$ cat config.mk
export PLATFORM = sky130hd
export DESIGN_NAME = moment_calc
export DESIGN_NICKNAME = d
export VERILOG_FILES = /design/src/rtl/lbm_pkg.sv /design/src/rtl/d2q9_accum.sv /design/src/rtl/moment_calc.sv
export SDC_FILE = /design/constraint.sdc
export NUM_CORES = 1
export LEC_CHECK = 0
export CORE_MARGIN = 1
export CORE_UTILIZATION = 60
export DETAILED_ROUTE_END_ITERATION = 10
export PLACE_DENSITY = 0.82
export SLEW_MARGIN = 25
export SYNTH_ARGS = -nofsm -noshare
export SYNTH_HDL_FRONTEND = slang
export SYNTH_HIERARCHICAL = 1
export SYNTH_SLANG_ARGS = --single-unit
$ cat constraint.sdc
create_clock -name Clk -period 4 [get_ports Clk]
set_input_delay 0.8 -clock Clk [delete_from_list [all_inputs] [get_ports Clk]]
set_output_delay 0.8 -clock Clk [all_outputs]
set_load 0.02 [all_outputs]
$ cat src/rtl/lbm_pkg.sv
// Shared D2Q9 lattice constants, fixed-point type and the moment-sweep state encoding.
package lbm_pkg;

    localparam int DATA_WIDTH = 32;
    localparam int NUM_Q      = 9;

    typedef logic signed [31:0] fix_t;
    localparam fix_t FIX_ONE = 32'h01_000000;

    localparam int EX [NUM_Q] = '{0, 1, 0, -1, 0, 1, -1, -1, 1};
    localparam int EY [NUM_Q] = '{0, 0, 1, 0, -1, 1, 1, -1, -1};

    typedef enum logic [2:0] {IDLE, READ, DRAIN, WRITE, DONE} mc_state_e;

    // Unused population slots (q >= NUM_Q) contribute no momentum.
    function automatic int dir_x(input logic [3:0] q);
        return (q < 4'(NUM_Q)) ? EX[q] : 0;
    endfunction

    function automatic int dir_y(input logic [3:0] q);
        return (q < 4'(NUM_Q)) ? EY[q] : 0;
    endfunction

endpackage

$ cat src/rtl/d2q9_accum.sv
// Density/momentum accumulator for one lattice cell; add/subtract only, wraps on overflow.
module d2q9_accum
    import lbm_pkg::*;
#(
    parameter int Q_WIDTH = 4
) (
    input  logic                  clk_i,
    input  logic                  rst_ni,
    input  logic                  clear_i,
    input  logic                  enable_i,
    input  logic [Q_WIDTH-1:0]    q_i,
    input  logic [DATA_WIDTH-1:0] data_i,
    output logic [DATA_WIDTH-1:0] rho_o,
    output logic [DATA_WIDTH-1:0] jx_o,
    output logic [DATA_WIDTH-1:0] jy_o
);

    fix_t rho_q, rho_d;
    fix_t jx_q, jx_d;
    fix_t jy_q, jy_d;
    int   dx, dy;

    always_comb begin
        dx    = dir_x(4'(q_i));
        dy    = dir_y(4'(q_i));
        rho_d = rho_q;
        jx_d  = jx_q;
        jy_d  = jy_q;
        if (clear_i) begin
            rho_d = '0;
            jx_d  = '0;
            jy_d  = '0;
        end else if (enable_i) begin
            rho_d = rho_q + data_i;
            if (dx > 0)      jx_d = jx_q + data_i;
            else if (dx < 0) jx_d = jx_q - data_i;
            if (dy > 0)      jy_d = jy_q + data_i;
            else if (dy < 0) jy_d = jy_q - data_i;
        end
    end

    always_ff @(posedge clk_i or negedge rst_ni) begin
        if (!rst_ni) begin
            rho_q <= '0;
            jx_q  <= '0;
            jy_q  <= '0;
        end else begin
            rho_q <= rho_d;
            jx_q  <= jx_d;
            jy_q  <= jy_d;
        end
    end

    // Next-state sums are exported so the caller can latch the total on the last accumulate edge.
    assign rho_o = rho_d;
    assign jx_o  = jx_d;
    assign jy_o  = jy_d;

endmodule

$ cat src/rtl/moment_calc.sv
// Sweeps all lattice cells, reads f0..f8 and writes rho/jx/jy into the moment RAMs.
module moment_calc
    import lbm_pkg::*;
#(
    parameter int DEPTH         = 256,
    parameter int ADDRESS_WIDTH = $clog2(DEPTH),
    parameter int Q_WIDTH       = 4
) (
    input  logic                             Clk,
    input  logic                             Reset_n,
    input  logic                             start,
    output logic                             busy,
    output logic                             done,
    output logic [ADDRESS_WIDTH+Q_WIDTH-1:0] dist_address,
    output logic                             dist_re,
    input  logic [DATA_WIDTH-1:0]            dist_data,
    output logic [ADDRESS_WIDTH-1:0]         address,
    output logic                             WE,
    output logic [DATA_WIDTH-1:0]            rho_data_in,
    output logic [DATA_WIDTH-1:0]            jx_data_in,
    output logic [DATA_WIDTH-1:0]            jy_data_in
);

    localparam logic [ADDRESS_WIDTH-1:0] LAST_CELL = ADDRESS_WIDTH'(DEPTH - 1);
    localparam logic [Q_WIDTH-1:0]       LAST_Q    = Q_WIDTH'(NUM_Q - 1);

    mc_state_e                  state_q;
    logic [ADDRESS_WIDTH-1:0]   cell_q, cell_inc;
    logic [Q_WIDTH-1:0]         q_q, q_inc;
    logic                       rd_valid_q;
    logic [Q_WIDTH-1:0]         rd_q_q;
    logic                       acc_clear;
    logic [DATA_WIDTH-1:0]      acc_rho, acc_jx, acc_jy;

    assign cell_inc  = cell_q + ADDRESS_WIDTH'(1);
    assign q_inc     = q_q + Q_WIDTH'(1);
    assign acc_clear = (state_q == IDLE) || (state_q == WRITE);

    d2q9_accum #(
        .Q_WIDTH(Q_WIDTH)
    ) u_accum (
        .clk_i   (Clk),
        .rst_ni  (Reset_n),
        .clear_i (acc_clear),
        .enable_i(rd_valid_q),
        .q_i     (rd_q_q),
        .data_i  (dist_data),
        .rho_o   (acc_rho),
        .jx_o    (acc_jx),
        .jy_o    (acc_jy)
    );

    always_ff @(posedge Clk or negedge Reset_n) begin
        if (!Reset_n) begin
            state_q      <= IDLE;
            cell_q       <= '0;
            q_q          <= '0;
            rd_valid_q   <= 1'b0;
            rd_q_q       <= '0;
            busy         <= 1'b0;
            done         <= 1'b0;
            dist_re      <= 1'b0;
            dist_address <= '0;
            address      <= '0;
            WE           <= 1'b0;
            rho_data_in  <= '0;
            jx_data_in   <= '0;
            jy_data_in   <= '0;
        end else begin
            WE         <= 1'b0;
            done       <= 1'b0;
            // RAM returns data one cycle after the address; track which q it belongs to.
            rd_valid_q <= dist_re;
            rd_q_q     <= dist_address[Q_WIDTH-1:0];
            unique case (state_q)
                IDLE: begin
                    if (start) begin
                        state_q      <= READ;
                        cell_q       <= '0;
                        q_q          <= '0;
                        busy         <= 1'b1;
                        dist_re      <= 1'b1;
                        dist_address <= '0;
                        address      <= '0;
                    end
                end
                READ: begin
                    if (q_q == LAST_Q) begin
                        state_q <= DRAIN;
                        dist_re <= 1'b0;
                    end else begin
                        q_q          <= q_inc;
                        dist_address <= {cell_q, q_inc};
                    end
                end
                DRAIN: begin
                    state_q     <= WRITE;
                    WE          <= 1'b1;
                    rho_data_in <= acc_rho;
                    jx_data_in  <= acc_jx;
                    jy_data_in  <= acc_jy;
                end
                WRITE: begin
                    if (cell_q == LAST_CELL) begin
                        state_q <= DONE;
                        done    <= 1'b1;
                    end else begin
                        state_q      <= READ;
                        cell_q       <= cell_inc;
                        address      <= cell_inc;
                        q_q          <= '0;
                        dist_re      <= 1'b1;
                        dist_address <= {cell_inc, {Q_WIDTH{1'b0}}};
                    end
                end
                DONE: begin
                    state_q <= IDLE;
                    busy    <= 1'b0;
                    cell_q  <= '0;
                    address <= '0;
                end
                default: state_q <= IDLE;
            endcase
        end
    end

endmodule

==> flow_summary.ini <==
[status]
run_status = finished, final reports clean

[finish]
mostFrequentLayoutCells = buf_4, dfrtp_1, nor2_1
fin_nets = 2661
fillers = 1729
antennaDiodeCount = 0
layout_commonest_cell = buf_4
final_area_sq_um = 23800
layout-drive-gt1-share_pct = 26.1
fin_cells = 2863
synthToLayoutAreaGrowth_pct = 33.7

[worst_setup_path]
cp_cell_sequence = clkdlybuf4s50_1 > inv_1 > ha_1 > buf_4 > nand2b_1 > o311ai_2 > a311oi_2 > a31o_2 > a31o_2 > a221oi_4 > o31ai_2 > and3_1 > o22ai_1 > a22o_1 > mux2_2
crit_family = compound AO/OA/AOI/OAI gates
cp_slowest_cell = clkdlybuf4s50_1
worstPathArrival_ns = 4.45
rrSetupSlack_ns = 0.25
start_kind = input port
cp_common_cell = a31o_2
crit_path_max_incr_delay_ns = 0.52
cp-end-kind = flip-flop
path_class = input port to flip-flop
critPathBufInv = 3
crit_required_ns = 4.45
critPathMaxFanout = 6

[timing]
fin_crit_ns = 4.00
setup_viol = 0
fmax_ghz = 0.250
fin_worst_skew_ns = 0.0301
worst_hold_slack_ns = 0.191
period_share_pct = 100
fin_tns_setup_ns = 0
slew_violations = 0
relSlewSlack_pct = 29.9
tightestPinTransition_ns = 1.05
layout_setup_ws_ns = 0.000265
hold_viol = 0

[logic_synthesis]
synth_area_sq_um = 17800
yosys.area.top_type = dfrtp_1
synthTopCellsByArea = dfrtp_1, ha_1, mux2_2, a21oi_1, nor2_1
yosysSeqAreaShare_pct = 31.9
yosys.area.top_type_share_pct = 31.9
synthesis.nets = 2192
synth_cells = 1989
ys_warn_count = 6
async_reset_ff_share_pct = 100
ys_ff_latch = 227
ys.flop_type = dfrtp_1
synth.distinct_cells = 99
synth_edf_count = 0
synth_area_per_cell_sq_um = 8.96

[worst_hold_path]
hold_path_class = input port to asynchronous set/reset pin

[cts]
h-tree-depth = 1
cts_buffer_depth = 3
clk_pin_slew_worst_paths_ns = 0.06
insertion_delay_ns = 0.59
tritoncts = done
cts_buffers = 27
root_buffer = clkbuf_16
cts_num_sinks = 227
postCtsHoldBufs = 0

[placed_design]
dp_cells = 2808
gp_congestion = 1.00
portBuffers = 154
dp_slack_ns = -0.769
dpl_cell_area_sq_um = 22300
dp_hpwl_microns = 47700

[global_routing]
gr-total-overflow = 0
grt_pass1_wl_microns = 108000
grt_usage_pct = 45.0
antenna_found_initial = 0
grt_pass1_vias = 19500
grt_start_max_net_pins = 98

[floorplanning]
die_area_sq_um = 30400
die_x_microns = 174
ios = 155
initial_core_util_pct = 61.6
num_rows = 62
core_area_sq_um = 28900
fp.dieH_microns = 174

[power]
vdd_ir_drop_max_mv = 0.771
switchingPower_mw = 12.1
power.leakage_nw = 11.3
internal-power_mw = 12.6
p_per_area_nw_per_um2 = 1040
seqPwrFrac_pct = 17.7
p_sw_share_pct = 48.9
combPwrFrac_pct = 70.3
clockPowerShare_pct = 12.0

[detailed_routing]
vias = 19600
ant_nets = 0
viasPerCell = 6.86
drt_first_pass_iters = 8
wire_per_inst_microns = 24.9
first_iter_violations = 2587
drc = 0
drt-total-wl_microns = 71300

[flow_run]
drv_cap = 0
## layout make-up
class | instances | area (sq um) | share of cell area [%]
multi-input combinational | 1542 | 11700 | 48.9
sequential | 227 | 5680 | 23.8
timing repair buffer | 544 | 4530 | 19.0
clock buffer | 35 | 786 | 3.30
tap | 384 | 480 | 2.02
inverter | 116 | 435 | 1.83
clock inverter | 15 | 278 | 1.16
## timing repair
| action | in CTS | in global routing |
|---|---|---|
| endpoints found under the setup margin | 8 | 44 |
| pin swaps | 6 | 32 |
| buffers inserted | 0 | 5 |
| gates resized for setup | 7 | 69 |
## kinds of logic (layout without fill, tap and decap cells)
logic type,count (synthesis),count (layout),synth area share (%)
compound gates,682,682,27.1
xor+xnor,51,51,2.51
fa+ha+maj,168,168,12.0
buf+inv,220,710,5.01
flops,227,227,31.9
mux,120,120,7.43
simple gates,521,521,14.1
## power by group through the flow
| stage | registers [mW] | clock network (mW) | logic (mW) |
|---|---|---|---|
| 6_report | 4.37 | 2.97 | 17.4 |
| 3_3_place_gp | 4.20 | 0 | 15.3 |
| 4_1_cts | 4.29 | 2.96 | 16.2 |
| 3_5_place_dp | 4.27 | 0 | 15.8 |
| 2_1_floorplan | 4.53 | 0 | 8.91 |
| 5_1_grt | 4.44 | 3.05 | 18.3 |
## per-layer routing
metal	routed length [microns]	global-route usage [%]	part of all wire [%]
met1	27500	58.7	39
met3	8540	11.0	12
met5	0	0	0
met2	30700	68.9	43
met4	4450	24.0	6.2
## final timing paths
| kind | depth (start not counted) | to | start |
|---|---|---|---|
| worst min register to register | 0 | rd_q_q[2]$_DFF_PN0_ | dist_address[2]$_DFFE_PN0P_ |
| min in group Clk | 0 | rd_q_q[2]$_DFF_PN0_ | dist_address[2]$_DFFE_PN0P_ |
| worst min-delay path | 1 | u_accum/jy_q[4]$_DFF_PN0_ | Reset_n |
| max in group asynchronous | 2 | u_accum/jx_q[21]$_DFF_PN0_ | Reset_n |
| worst max register to register | 15 | jy_data_in[26]$_DFFE_PN0P_ | u_accum/jy_q[0]$_DFF_PN0_ |
| worst max-delay path | 15 | jy_data_in[29]$_DFFE_PN0P_ | dist_data[2] |
## sequential cells by signal (all words and copies together), names as in the netlist
name,count
jx_data_in,32
jy_data_in,32
rho_data_in,32
u_accum/jx_q,32
u_accum/jy_q,32
u_accum/rho_q,32
dist_address,11
cell_q,8
q_q,4
rd_q_q,4
state_q,3
WE,1
busy,1
dist_re,1
done,1
rd_valid_q,1
## synthesized netlist by cell type (9+ instances only)
master	instances
a211oi_1	17
a21o_1	47
a21oi_1	164
a221o_1	23
a221oi_1	20
a22o_1	11
a31oi_1	33
a32oi_1	9
and3_1	13
buf_2	24
clkbuf_1	68
dfrtp_1	227
ha_1	163
inv_1	109
mux2_2	98
mux2i_1	22
nand2_1	116
nand2b_1	26
nand3_1	31
nor2_1	169
nor2b_1	22
nor3_1	53
nor4_1	17
o211ai_1	15
o21a_1	19
o21ai_0	94
o21ai_1	15
o21bai_1	34
o221ai_1	30
o31a_1	12
o31ai_1	24
or3_1	20
xnor2_1	29
xor2_1	22
## metrics by stage
stage | utilization (%) | total power [mW]
after floorplan | - | 13.4
after global placement | 77.2 | 19.5
after detailed placement | 77.2 | 20.1
after CTS | 81.0 | 23.5
after global routing | 82.4 | 25.7
final | 82.4 | 24.7
No activity file was read; power rests on OpenSTA's default activity.
